[src/rtl/ace_snoop_responder.sv]
// ============================================================================
// Module  : ace_snoop_responder
// Brief   : ACE snoop-side responder; answers AC snoops from the local cache.
// Revision: 1.0 - initial release
// ============================================================================
`default_nettype none

module ace_snoop_responder #(
  parameter int AddrWidth    = 64,
  parameter int DataWidth    = 64,
  parameter int BeatsPerLine = 4
) (
  input  logic                 clk_i,
  input  logic                 rst_i,
  input  logic                 ac_valid_i,
  output logic                 ac_ready_o,
  input  logic [AddrWidth-1:0] ac_addr_i,
  input  logic [3:0]           ac_snoop_i,
  input  logic [2:0]           ac_prot_i,
  output logic                 cr_valid_o,
  input  logic                 cr_ready_i,
  output logic [4:0]           cr_resp_o,
  output logic                 cd_valid_o,
  input  logic                 cd_ready_i,
  output logic [DataWidth-1:0] cd_data_o,
  output logic                 cd_last_o,
  output logic                 lookup_valid_o,
  output logic [AddrWidth-1:0] lookup_addr_o,
  input  logic                 lookup_done_i,
  input  logic                 lookup_hit_i,
  input  logic                 lookup_dirty_i,
  input  logic                 lookup_shrd_i,
  output logic                 data_req_o,
  output logic [((BeatsPerLine > 1) ? $clog2(BeatsPerLine) : 1)-1:0] data_beat_o,
  input  logic [DataWidth-1:0] data_rdata_i,
  output logic                 upd_valid_o,
  output logic                 upd_inval_o,
  output logic                 upd_clean_o
);

  localparam int BeatW     = (BeatsPerLine > 1) ? $clog2(BeatsPerLine) : 1;
  localparam int LineBytes = BeatsPerLine * DataWidth / 8;
  localparam logic [AddrWidth-1:0] OffMask  = AddrWidth'(LineBytes - 1);
  localparam logic [BeatW-1:0]     LastBeat = BeatW'(BeatsPerLine - 1);

  localparam logic [2:0] S_IDLE    = 3'd0;
  localparam logic [2:0] S_LOOKUP  = 3'd1;
  localparam logic [2:0] S_WAIT_LK = 3'd2;
  localparam logic [2:0] S_SEND_CR = 3'd3;
  localparam logic [2:0] S_FETCH   = 3'd4;
  localparam logic [2:0] S_SEND_CD = 3'd5;
  localparam logic [2:0] S_UPDATE  = 3'd6;

  logic [2:0]           state_q, state_d;
  logic [AddrWidth-1:0] addr_q, addr_d;
  logic [3:0]           snoop_q, snoop_d;
  logic [2:0]           prot_q, prot_d;
  logic [4:0]           resp_q, resp_d;
  logic                 inval_q, inval_d;
  logic                 clean_q, clean_d;
  logic [BeatW-1:0]     cnt_q, cnt_d;
  logic [DataWidth-1:0] data_q, data_d;
  logic                 fresh_q, fresh_d;

  logic [4:0] resp_lk;
  logic       inval_lk, clean_lk;
  logic       is_last;
  logic       unused_prot;

  assign unused_prot = ^prot_q;
  assign is_last     = (cnt_q == LastBeat);

  always_ff @(posedge clk_i or posedge rst_i) begin
    if (rst_i) begin
      state_q <= S_IDLE;
      addr_q  <= '0;
      snoop_q <= '0;
      prot_q  <= '0;
      resp_q  <= '0;
      inval_q <= 1'b0;
      clean_q <= 1'b0;
      cnt_q   <= '0;
      data_q  <= '0;
      fresh_q <= 1'b0;
    end else begin
      state_q <= state_d;
      addr_q  <= addr_d;
      snoop_q <= snoop_d;
      prot_q  <= prot_d;
      resp_q  <= resp_d;
      inval_q <= inval_d;
      clean_q <= clean_d;
      cnt_q   <= cnt_d;
      data_q  <= data_d;
      fresh_q <= fresh_d;
    end
  end

  // Response bits: {WasUnique, IsShared, PassDirty, Error, DataTransfer}
  always_comb begin
    resp_lk  = '0;
    inval_lk = 1'b0;
    clean_lk = 1'b0;
    if (lookup_hit_i) begin
      case (snoop_q)
        4'b0000: resp_lk = {!lookup_shrd_i, 1'b1, 1'b0, 1'b0, 1'b1};
        4'b0001, 4'b0010, 4'b0011: begin
          resp_lk  = {!lookup_shrd_i, 1'b1, lookup_dirty_i, 1'b0, 1'b1};
          clean_lk = lookup_dirty_i;
        end
        4'b0111: begin
          resp_lk  = {!lookup_shrd_i, 1'b0, lookup_dirty_i, 1'b0, 1'b1};
          inval_lk = 1'b1;
        end
        4'b1000: begin
          resp_lk  = {!lookup_shrd_i, 1'b1, lookup_dirty_i, 1'b0, lookup_dirty_i};
          clean_lk = lookup_dirty_i;
        end
        4'b1001: begin
          resp_lk  = {!lookup_shrd_i, 1'b0, lookup_dirty_i, 1'b0, lookup_dirty_i};
          inval_lk = 1'b1;
        end
        4'b1101: begin
          resp_lk  = {!lookup_shrd_i, 4'b0000};
          inval_lk = 1'b1;
        end
        default: resp_lk = 5'b00010;
      endcase
    end
  end

  always_comb begin
    state_d = state_q;
    addr_d  = addr_q;
    snoop_d = snoop_q;
    prot_d  = prot_q;
    resp_d  = resp_q;
    inval_d = inval_q;
    clean_d = clean_q;
    cnt_d   = cnt_q;
    data_d  = data_q;
    fresh_d = 1'b0;
    case (state_q)
      S_IDLE: begin
        if (ac_valid_i) begin
          addr_d  = ac_addr_i;
          snoop_d = ac_snoop_i;
          prot_d  = ac_prot_i;
          state_d = S_LOOKUP;
        end
      end
      S_LOOKUP: state_d = S_WAIT_LK;
      S_WAIT_LK: begin
        if (lookup_done_i) begin
          resp_d  = resp_lk;
          inval_d = inval_lk;
          clean_d = clean_lk;
          state_d = S_SEND_CR;
        end
      end
      S_SEND_CR: begin
        if (cr_ready_i) begin
          cnt_d = '0;
          if (resp_q[0])               state_d = S_FETCH;
          else if (inval_q || clean_q) state_d = S_UPDATE;
          else                         state_d = S_IDLE;
        end
      end
      S_FETCH: begin
        fresh_d = 1'b1;
        state_d = S_SEND_CD;
      end
      S_SEND_CD: begin
        // Read data arrives on the first SEND_CD cycle; hold it for stalls.
        if (fresh_q) data_d = data_rdata_i;
        if (cd_ready_i) begin
          if (!is_last) begin
            cnt_d   = cnt_q + 1'b1;
            state_d = S_FETCH;
          end else if (inval_q || clean_q) begin
            state_d = S_UPDATE;
          end else begin
            state_d = S_IDLE;
          end
        end
      end
      S_UPDATE: state_d = S_IDLE;
      default:  state_d = S_IDLE;
    endcase
  end

  always_comb begin
    ac_ready_o     = (state_q == S_IDLE) && !rst_i;
    lookup_valid_o = (state_q == S_LOOKUP);
    lookup_addr_o  = (state_q == S_LOOKUP) ? (addr_q & ~OffMask) : '0;
    cr_valid_o     = (state_q == S_SEND_CR);
    cr_resp_o      = (state_q == S_SEND_CR) ? resp_q : '0;
    data_req_o     = (state_q == S_FETCH);
    data_beat_o    = (state_q == S_FETCH) ? cnt_q : '0;
    cd_valid_o     = (state_q == S_SEND_CD);
    cd_data_o      = '0;
    if (state_q == S_SEND_CD) cd_data_o = fresh_q ? data_rdata_i : data_q;
    cd_last_o      = (state_q == S_SEND_CD) && is_last;
    upd_valid_o    = (state_q == S_UPDATE);
    upd_inval_o    = (state_q == S_UPDATE) && inval_q;
    upd_clean_o    = (state_q == S_UPDATE) && clean_q;
  end

endmodule

`default_nettype wire

[config.mk]
export PLATFORM = sky130hd
export DESIGN_NAME = ace_snoop_responder
export DESIGN_NICKNAME = d
export VERILOG_FILES = /design/src/rtl/ace_snoop_responder.sv
export SDC_FILE = /design/constraint.sdc
export NUM_CORES = 1
export LEC_CHECK = 0
export ABC_CLOCK_PERIOD_IN_PS = 5400
export BUFFER_PORTS_ARGS = -buffer_cell sky130_fd_sc_hd__buf_2
export CAP_MARGIN = 0
export CORE_MARGIN = 5
export CORE_UTILIZATION = 44
export DETAILED_ROUTE_END_ITERATION = 8
export PLACE_DENSITY_LB_ADDON = 0.12
export SLEW_MARGIN = 15
export SYNTH_ARGS = -nofsm -noshare
export SYNTH_HDL_FRONTEND = slang
export SYNTH_SLANG_ARGS = --single-unit
[constraint.sdc]
create_clock -name clk_i -period 5.4 [get_ports clk_i]
set_input_delay 1.62 -clock clk_i [delete_from_list [all_inputs] [get_ports clk_i]]
set_output_delay 1.62 -clock clk_i [all_outputs]
set_load 0.01 [all_outputs]
After elaboration in Yosys (flattened, before gate mapping)
Index checks and enable logic that the tools add are counted.

cells by class
  reductions and logical operators = 17
  add/sub/neg operators = 1
  mux-type cells = 24
  eq/ne operators = 19

operators with widths
  cell                                                             number
  64-bit 2-to-1 mux                                                3
  5-bit case mux with 6 select lines                               1
  3-bit 2-to-1 mux                                                 7
  3-bit case mux with 6 select lines                               1
  4-bit == test, second input constant                             3
  5-bit 2-to-1 mux                                                 2
  3-bit == test, second input constant                             3
  4-bit by 2-bit == test with 1-bit output, second input constant  2
  2-bit 2-to-1 mux                                                 4
  4-bit AND reduction                                              2
  3-bit by 2-bit == test with 1-bit output, second input constant  2
  2-bit != test, second input constant                             3
  3-bit OR reduction                                               2
  1-bit 2-to-1 mux                                                 5
  4-bit by 1-bit == test with 1-bit output, second input constant  1
  4-bit by 3-bit == test with 1-bit output, second input constant  1
  1-bit logical AND                                                4
  4-bit logical NOT                                                1
  2-bit by 1-bit != test with 1-bit output, second input constant  2
  2-bit case mux with 2 select lines                               1
  2-bit AND reduction                                              2
  4-bit OR reduction                                               1
  3-bit by 1-bit == test with 1-bit output, second input constant  1
  3-bit logical NOT                                                1
  5 further kinds                                                  6

storage, ports and cells
  output and inout port bits = 144
  flip-flop bits (word level) = 145
  bits of input ports = 144
  word-level logic and storage cells = 70

Depth between registers and ports, before layout
Gate-level depths: netlist of the first run.

  word-level depth = 5
  mapped depth = 5
  mapped depth without buffers = 5

Worst setup path after synthesis of the first run
OpenSTA, ideal clock, no wires.

  path type = input to output
  start point = input rst_i
  end point = output ac_ready_o
  data required time = 3780 ps
  path buffers = 0
  stages on the path = 1
  path slack = 1807 ps
  arrival time = 1973 ps
  path through = nor4_1

between the ends
  word-level cells in the longest chain between the ends = 2

ends and longest elaborated chain
  element             line  text
  start: declaration  14    input logic rst_i,
  1-bit logical NOT   193   ac_ready_o = (state_q == S_IDLE) && !rst_i;
  1-bit logical AND   193
  end: declaration    16    output logic ac_ready_o,

Every way passes these cells.

Worst setup path in the final report of the first run
  start point = register state_q[0]
  end point = output lookup_addr_o[27]

between the ends
  word-level cells in the longest chain between the ends = 2

ends and longest elaborated chain
  element                                   line  text
  start: declaration                        54    logic [2:0] state_q, state_d;
  start signal: assignment                  86    state_q <= state_d;
  3-bit by 1-bit == test with 1-bit output  195   lookup_addr_o = (state_q == S_LOOKUP) ? (addr_q & ~OffMask) : '0;
  64-bit 2-to-1 mux                         195
  end: declaration                          28    output logic [AddrWidth-1:0] lookup_addr_o,

Every way passes these cells.

==> metrics.cfg, run 1 <==
[outcome]
status = completed

[logic_synthesis]
synthFlopType = dfrtp_1
yosys.area.top_type = dfrtp_1
syn_area_per_cell_um2 = 11.8
yosys_warnings = 0
synth_top_family_by_area = multiplexers
synth.distinct_cells = 42
synth_async_sr_flop_share_pct = 100
yosys.area_share.simple_pct = 13.1
synthTopCellsByArea = dfrtp_1 (51%), mux2_1 (17%), mux2i_1 (9.3%)
synth_xor_area_share_pct = 0
synth_edf_count = 0
synth_compound_area_share_pct = 2.55
synth_area_mm2 = 0.00692
yosysMostFrequentCell = dfrtp_1
synth_mux_area_share_pct = 29.8
ys_ff_latch = 140
netlist_instances = 585
synth_seq_area_share_pct = 50.6
synthAdderAreaFrac_pct = 0.181
synth.top_cell.area_share_pct = 50.6
synth_common_cells = dfrtp_1 (140), mux2_1 (106), nor2_1 (72)

[global_routing]
use_met2_pct = 31.4
grt_use_met3_pct = 7.24
grt_overflow_total = 0
grt_pass1_vias = 5519
grt_pass1_wl_um = 28100
grt_max_degree = 115
gr-usage-met1_pct = 23.2
antenna_found_initial = 4
grtUsageTotal_pct = 19.1
grt.busiest_layer = met2

[worst_setup_path]
r2r_setup_slack_ps = 2720
worstSetupPathType = reg -> out
worstPathBufferInverterCount = 3
r2r_cells = 2
crit_arrival_ps = 2250
endpoint_kind = output port
path_cells = inv_1 -> nor3_4 -> buf_4 -> and2_1 -> buf_2
cp_max_fo = 56
slowest_stage = dfrtp_1
critPathMaxStageDelay_ps = 610
critPathRequiredTime_ps = 3780
worstSetupStartpointType = register
r2r_end = data_q[42]$_DFFE_PP0P_
timing.rr.start = fresh_q$_DFF_PP0_
critical_path.top_delay_family = buffers and inverters

[sta]
timing.fmax_mhz = 258
setup_ws_ps = 1530
drv_slew = 0
final_hold_viol_count = 0
finalCritPeriodShare_pct = 71.7
skew_ps = 5.90
fin_tns_setup_ps = 0
max_slew.worst_pin.slew_ps = 1140
slew_headroom_pct = 24.2
grt_setup_unrepaired = false
finalSetupViolations = 0
min_period_ps = 3870

[detailed_routing]
postRouteAntennaNets = 0
drtIter0Drc = 233
wl_um = 17200
dr.pass1.iters = 4
drc_errors = 0
viasPerCell = 4.90
vias = 5253
avgRoutedWirePerCell_um = 16.1

[clock_network]
clk_pin_slew_ps = 60
cts_sinks = 140
clk_latency_ps = 410
cts_resized = 0
root_buffer = clkbuf_16
cts_buffers = 17
cts_setup_buffers = 0
cts_tree = done
cts_hold_buffers = 0
clockBufferDepth = 2
htreeDepth = 4

[layout]
stdcell_area_mm2 = 0.00904
fin_util_pct = 59.0
syn_to_final_growth_pct = 30.6
nets = 990
fill_cells = 1324
drive_gt1_share_pct = 39.5

[power_and_ir_drop]
vdd_ir_drop_max_mv = 0.231
p_leak_uw = 0.00441
powerDensity_mw_per_mm2 = 451

[floorplanning]
start_util_pct = 45.2
ios = 288
fp.dieH_um = 135
die-width_um = 135
rows = 45
core-area_mm2 = 0.0153
dieArea_mm2 = 0.0183

[hold_path]
hold_end = addr_q[39]$_DFFE_PP0P_
min_path_cells = 1
hp-start = addr_q[39]$_DFFE_PP0P_
worstHoldPathType = reg -> reg

[place]
post-dp-hpwl_um = 12500
placed_cell_area_mm2 = 0.00839
place.gp.congestion = 0.789
port_buffers = 274
dp_slack_ps = 1670

[run]
cap_violations = 0

-- layout by cell type (no fill, tap or decap), types with 2 or more instances in the layout --
cell        Yosys  layout
clkinv_2        0       4
bufinv_16       0       3
nor3b_1         2       2
dfrtp_1       140     139
buf_4          16       5
clkbuf_8        0       3
conb_1          1       5
mux2i_1        64      64
mux2_2         20      20
a21oi_1         3       3
nor2_1         72      72
o21ai_0        14      14
nand2_1        16      16
o31ai_1         2       2
diode_2         0       2
clkinvlp_4      0       3
buf_2          13     274
clkbuf_16       0      17
inv_1           5       4
and2_1         69      69
mux2_1        106     106
nand3b_1        3       3
nor3_1          2       2
-- through the flow --
stage / total power [µW] / cells / hold slack [ps]
after floorplan: 2490 / 589 / 442
after global placement: 2860 / 1036 / 455
after detailed placement: 2930 / 1036 / 467
after CTS: 4140 / 1068 / 481
after global routing: 4360 / 1071 / 493
final: 4080 / 1071 / 475
-- per-layer routing --
metal / wire, µm / vias up
li1: - / 2523
met1: 6960 / 2521
met2: 8350 / 181
met3: 1620 / 24
met4: 258 / 4
met5: 34 / -
-- cell type report --
cell class	count	area (µm²)	area share [%]
timing repair buffer	280	1440	15.9
clock buffer	21	470	5.21
tap	211	264	2.92
multi-input combinational	400	3190	35.2
sequential	140	3510	38.8
inverter	6	27.5	0.305
clock inverter	11	141	1.56
antenna	2	5.00	0.0554
-- report_power, final --
group | switching [µW] | internal [µW]
sequential | 274 | 1430
combinational | 572 | 619
clock | 429 | 761
total | 1280 | 2800
-- registers in the layout, indices dropped and copies added, names as in the netlist --
signal	cells
inval_q	1
data_q	64
addr_q	59
resp_q	5
cnt_q	2
clean_q	1
state_q	3
fresh_q	1
snoop_q	4
-- worst max path at each step --
| stage | from | to | depth (start not counted) |
|---|---|---|---|
| 4_1_cts | state_q[0]$_DFFE_PP0P_ | lookup_addr_o[11] | 5 |
| 3_5_place_dp | data_rdata_i[2] | cd_data_o[2] | 4 |
| 6_report | state_q[0]$_DFFE_PP0P_ | lookup_addr_o[27] | 5 |
| 5_1_grt | state_q[0]$_DFFE_PP0P_ | lookup_addr_o[11] | 5 |
| 3_3_place_gp | rst_i | ac_ready_o | 3 |
| 2_1_floorplan | rst_i | addr_q[10]$_DFFE_PP0P_ | 1 |
-- worst reg2reg max path: cells and delay by family, from the launching register on --
family,cells,cell delay (ps)
DFF,1,1150
muxes,1,610
and+or+nand+nor,1,800
-- cell families (layout without fill, tap and decap cells) --
kind of cell	Yosys count	in the layout
AND/OR/NAND/NOR	175	175
adder cells (fa/ha/maj)	1	1
flip-flops	140	140
buffers and inverters	49	318
AO/OA/AOI/OAI	29	29
other	1	7
multiplexers	190	190
Power figures use the tool's default switching activity.
==> run 2: changes to the inputs <==
--- a/config.mk
+++ b/config.mk
@@ -5,7 +5,7 @@
 export SDC_FILE = /design/constraint.sdc
 export NUM_CORES = 1
 export LEC_CHECK = 0
-export ABC_CLOCK_PERIOD_IN_PS = 5400
+export ABC_CLOCK_PERIOD_IN_PS = 3800
 export BUFFER_PORTS_ARGS = -buffer_cell sky130_fd_sc_hd__buf_2
 export CAP_MARGIN = 0
 export CORE_MARGIN = 5
==> constraint.sdc (replaced) <==
create_clock -name clk_i -period 3.8 [get_ports clk_i]
set_input_delay 1.14 -clock clk_i [delete_from_list [all_inputs] [get_ports clk_i]]
set_output_delay 1.14 -clock clk_i [all_outputs]
set_load 0.01 [all_outputs]
==> metrics.cfg, run 2 (synthesis gave the netlist of run 1 again) <==
[sta]
setup_ws_ps = 411
slew_headroom_pct = 58.4
fin_tns_setup_ps = 0
min_period_ps = 3390
drv_slew = 0
grt_setup_unrepaired = false
max_slew.worst_pin.slew_ps = 622
timing.fmax_mhz = 295
finalCritPeriodShare_pct = 89.2
skew_ps = 6.63
final_hold_viol_count = 0
finalSetupViolations = 0

[clock_network]
cts_resized = 0
root_buffer = clkbuf_16
cts_tree = done
clk_pin_slew_ps = 60
cts_buffers = 17
cts_setup_buffers = 0
cts_hold_buffers = 0
htreeDepth = 4
clockBufferDepth = 2
clk_latency_ps = 420
cts_sinks = 140

[worst_setup_path]
critPathRequiredTime_ps = 2660
critical_path.top_delay_family = flip-flops
worstSetupStartpointType = register
cp_max_fo = 18
worstPathBufferInverterCount = 2
r2r_setup_slack_ps = 1300
endpoint_kind = output port
worstSetupPathType = reg -> out
slowest_stage = dfrtp_1
critPathMaxStageDelay_ps = 660
path_cells = nand3b_1 -> buf_4 -> nor2_1 -> buf_2
crit_arrival_ps = 2250

[floorplanning]
fp.dieH_um = 135
ios = 288
core-area_mm2 = 0.0153
rows = 45
dieArea_mm2 = 0.0183
start_util_pct = 45.2
die-width_um = 135

[hold_path]
worstHoldPathType = reg -> reg

[layout]
largest_register_ffs = 64
fin_util_pct = 59.4
top_register = data_q
syn_to_final_growth_pct = 31.4
layout.cells.most_common = buf_2
top_regs = data_q (64), addr_q (59), resp_q (5)
nets = 995
drive_gt1_share_pct = 39.7
mostFrequentLayoutCells = buf_2 (274), dfrtp_1 (139), mux2_1 (106)
fill_cells = 1353

[global_routing]
grt_max_degree = 69
grtUsageTotal_pct = 19.1
antenna_found_initial = 1
grt_pass1_vias = 5576
grt_overflow_total = 0
grt_pass1_wl_um = 27800

[detailed_routing]
drc_errors = 0
avgRoutedWirePerCell_um = 16.0
vias = 5239
viasPerCell = 4.87
postRouteAntennaNets = 0
drtIter0Drc = 225
dr.pass1.iters = 4
wl_um = 17200

[place]
dp_slack_ps = 791
post-dp-hpwl_um = 12900
port_buffers = 274
place.gp.congestion = 0.765

[power_and_ir_drop]
vdd_ir_drop_max_mv = 0.385
p_leak_uw = 0.00445
powerDensity_mw_per_mm2 = 639
finalPower_uw = 5810

[run]
cap_violations = 0

[outcome]
status = completed

==> run 2: changes by cell type in the layout (fill, tap and decap cells not counted), sizes merged <==
cell | previous run | this run
buf | 280 | 285
diode | 2 | 1
inv | 6 | 5
clkinv | 5 | 6
==> run 2: metal layers <==
layer  vias to the layer above  GRT usage [%]  part of all wire (%)
met5                         -              0                     0
met4                         0           7.17                   2.2
met3                        23           6.98                   9.2
met2                       185           32.7                    51
met1                      2514           21.8                    38
li1                       2517              -                     -
==> run 2: area by class of cell <==
cell class	count	area (µm²)	share of cell area, %
Antenna cell	1	2.50	0.0275
Clock buffer	21	460	5.06
Clock inverter	11	143	1.57
Inverter	6	26.3	0.289
Multi-Input combinational cell	400	3190	35.0
Sequential cell	140	3510	38.6
Tap cell	211	264	2.90
Timing Repair Buffer	285	1500	16.5
==> run 2: final timing paths <==
| check | start | endpoint | depth (start not counted) |
|---|---|---|---|
| setup / recovery | state_q[2]$_DFFE_PP0P_ | cd_data_o[61] | 4 |
| min in group asynchronous | rst_i | addr_q[5]$_DFFE_PP0P_ | 2 |
| hold reg to reg | addr_q[30]$_DFFE_PP0P_ | addr_q[30]$_DFFE_PP0P_ | 1 |
| hold / removal | addr_q[30]$_DFFE_PP0P_ | addr_q[30]$_DFFE_PP0P_ | 1 |
| setup reg to reg | state_q[1]$_DFFE_PP0P_ | data_q[41]$_DFFE_PP0P_ | 5 |
| max in group asynchronous | rst_i | fresh_q$_DFF_PP0_ | 3 |
==> run 2: worst register-to-register path, delay by kind of cell, from the launching register on <==
kind,cells,cell delay (ps)
simple gates,2,940
buf+inv,2,410
mux,1,360
flops,1,670
==> run 2: power breakdown <==
group / switching, µW / internal (µW)
Combinational: 862 / 893
Sequential: 348 / 2030
Clock: 615 / 1060
==> run 2: per-stage QoR <==
| stage | instance area, µm² | hold WS [ps] | std cells |
|---|---|---|---|
| after global routing | 9090 | 496 | 1075 |
| after CTS | 9090 | 480 | 1074 |
| final | 9090 | 474 | 1075 |
| after detailed placement | 8490 | 468 | 1042 |
| after global placement | 8490 | 456 | 1042 |
| after floorplan | 6940 | 442 | 589 |
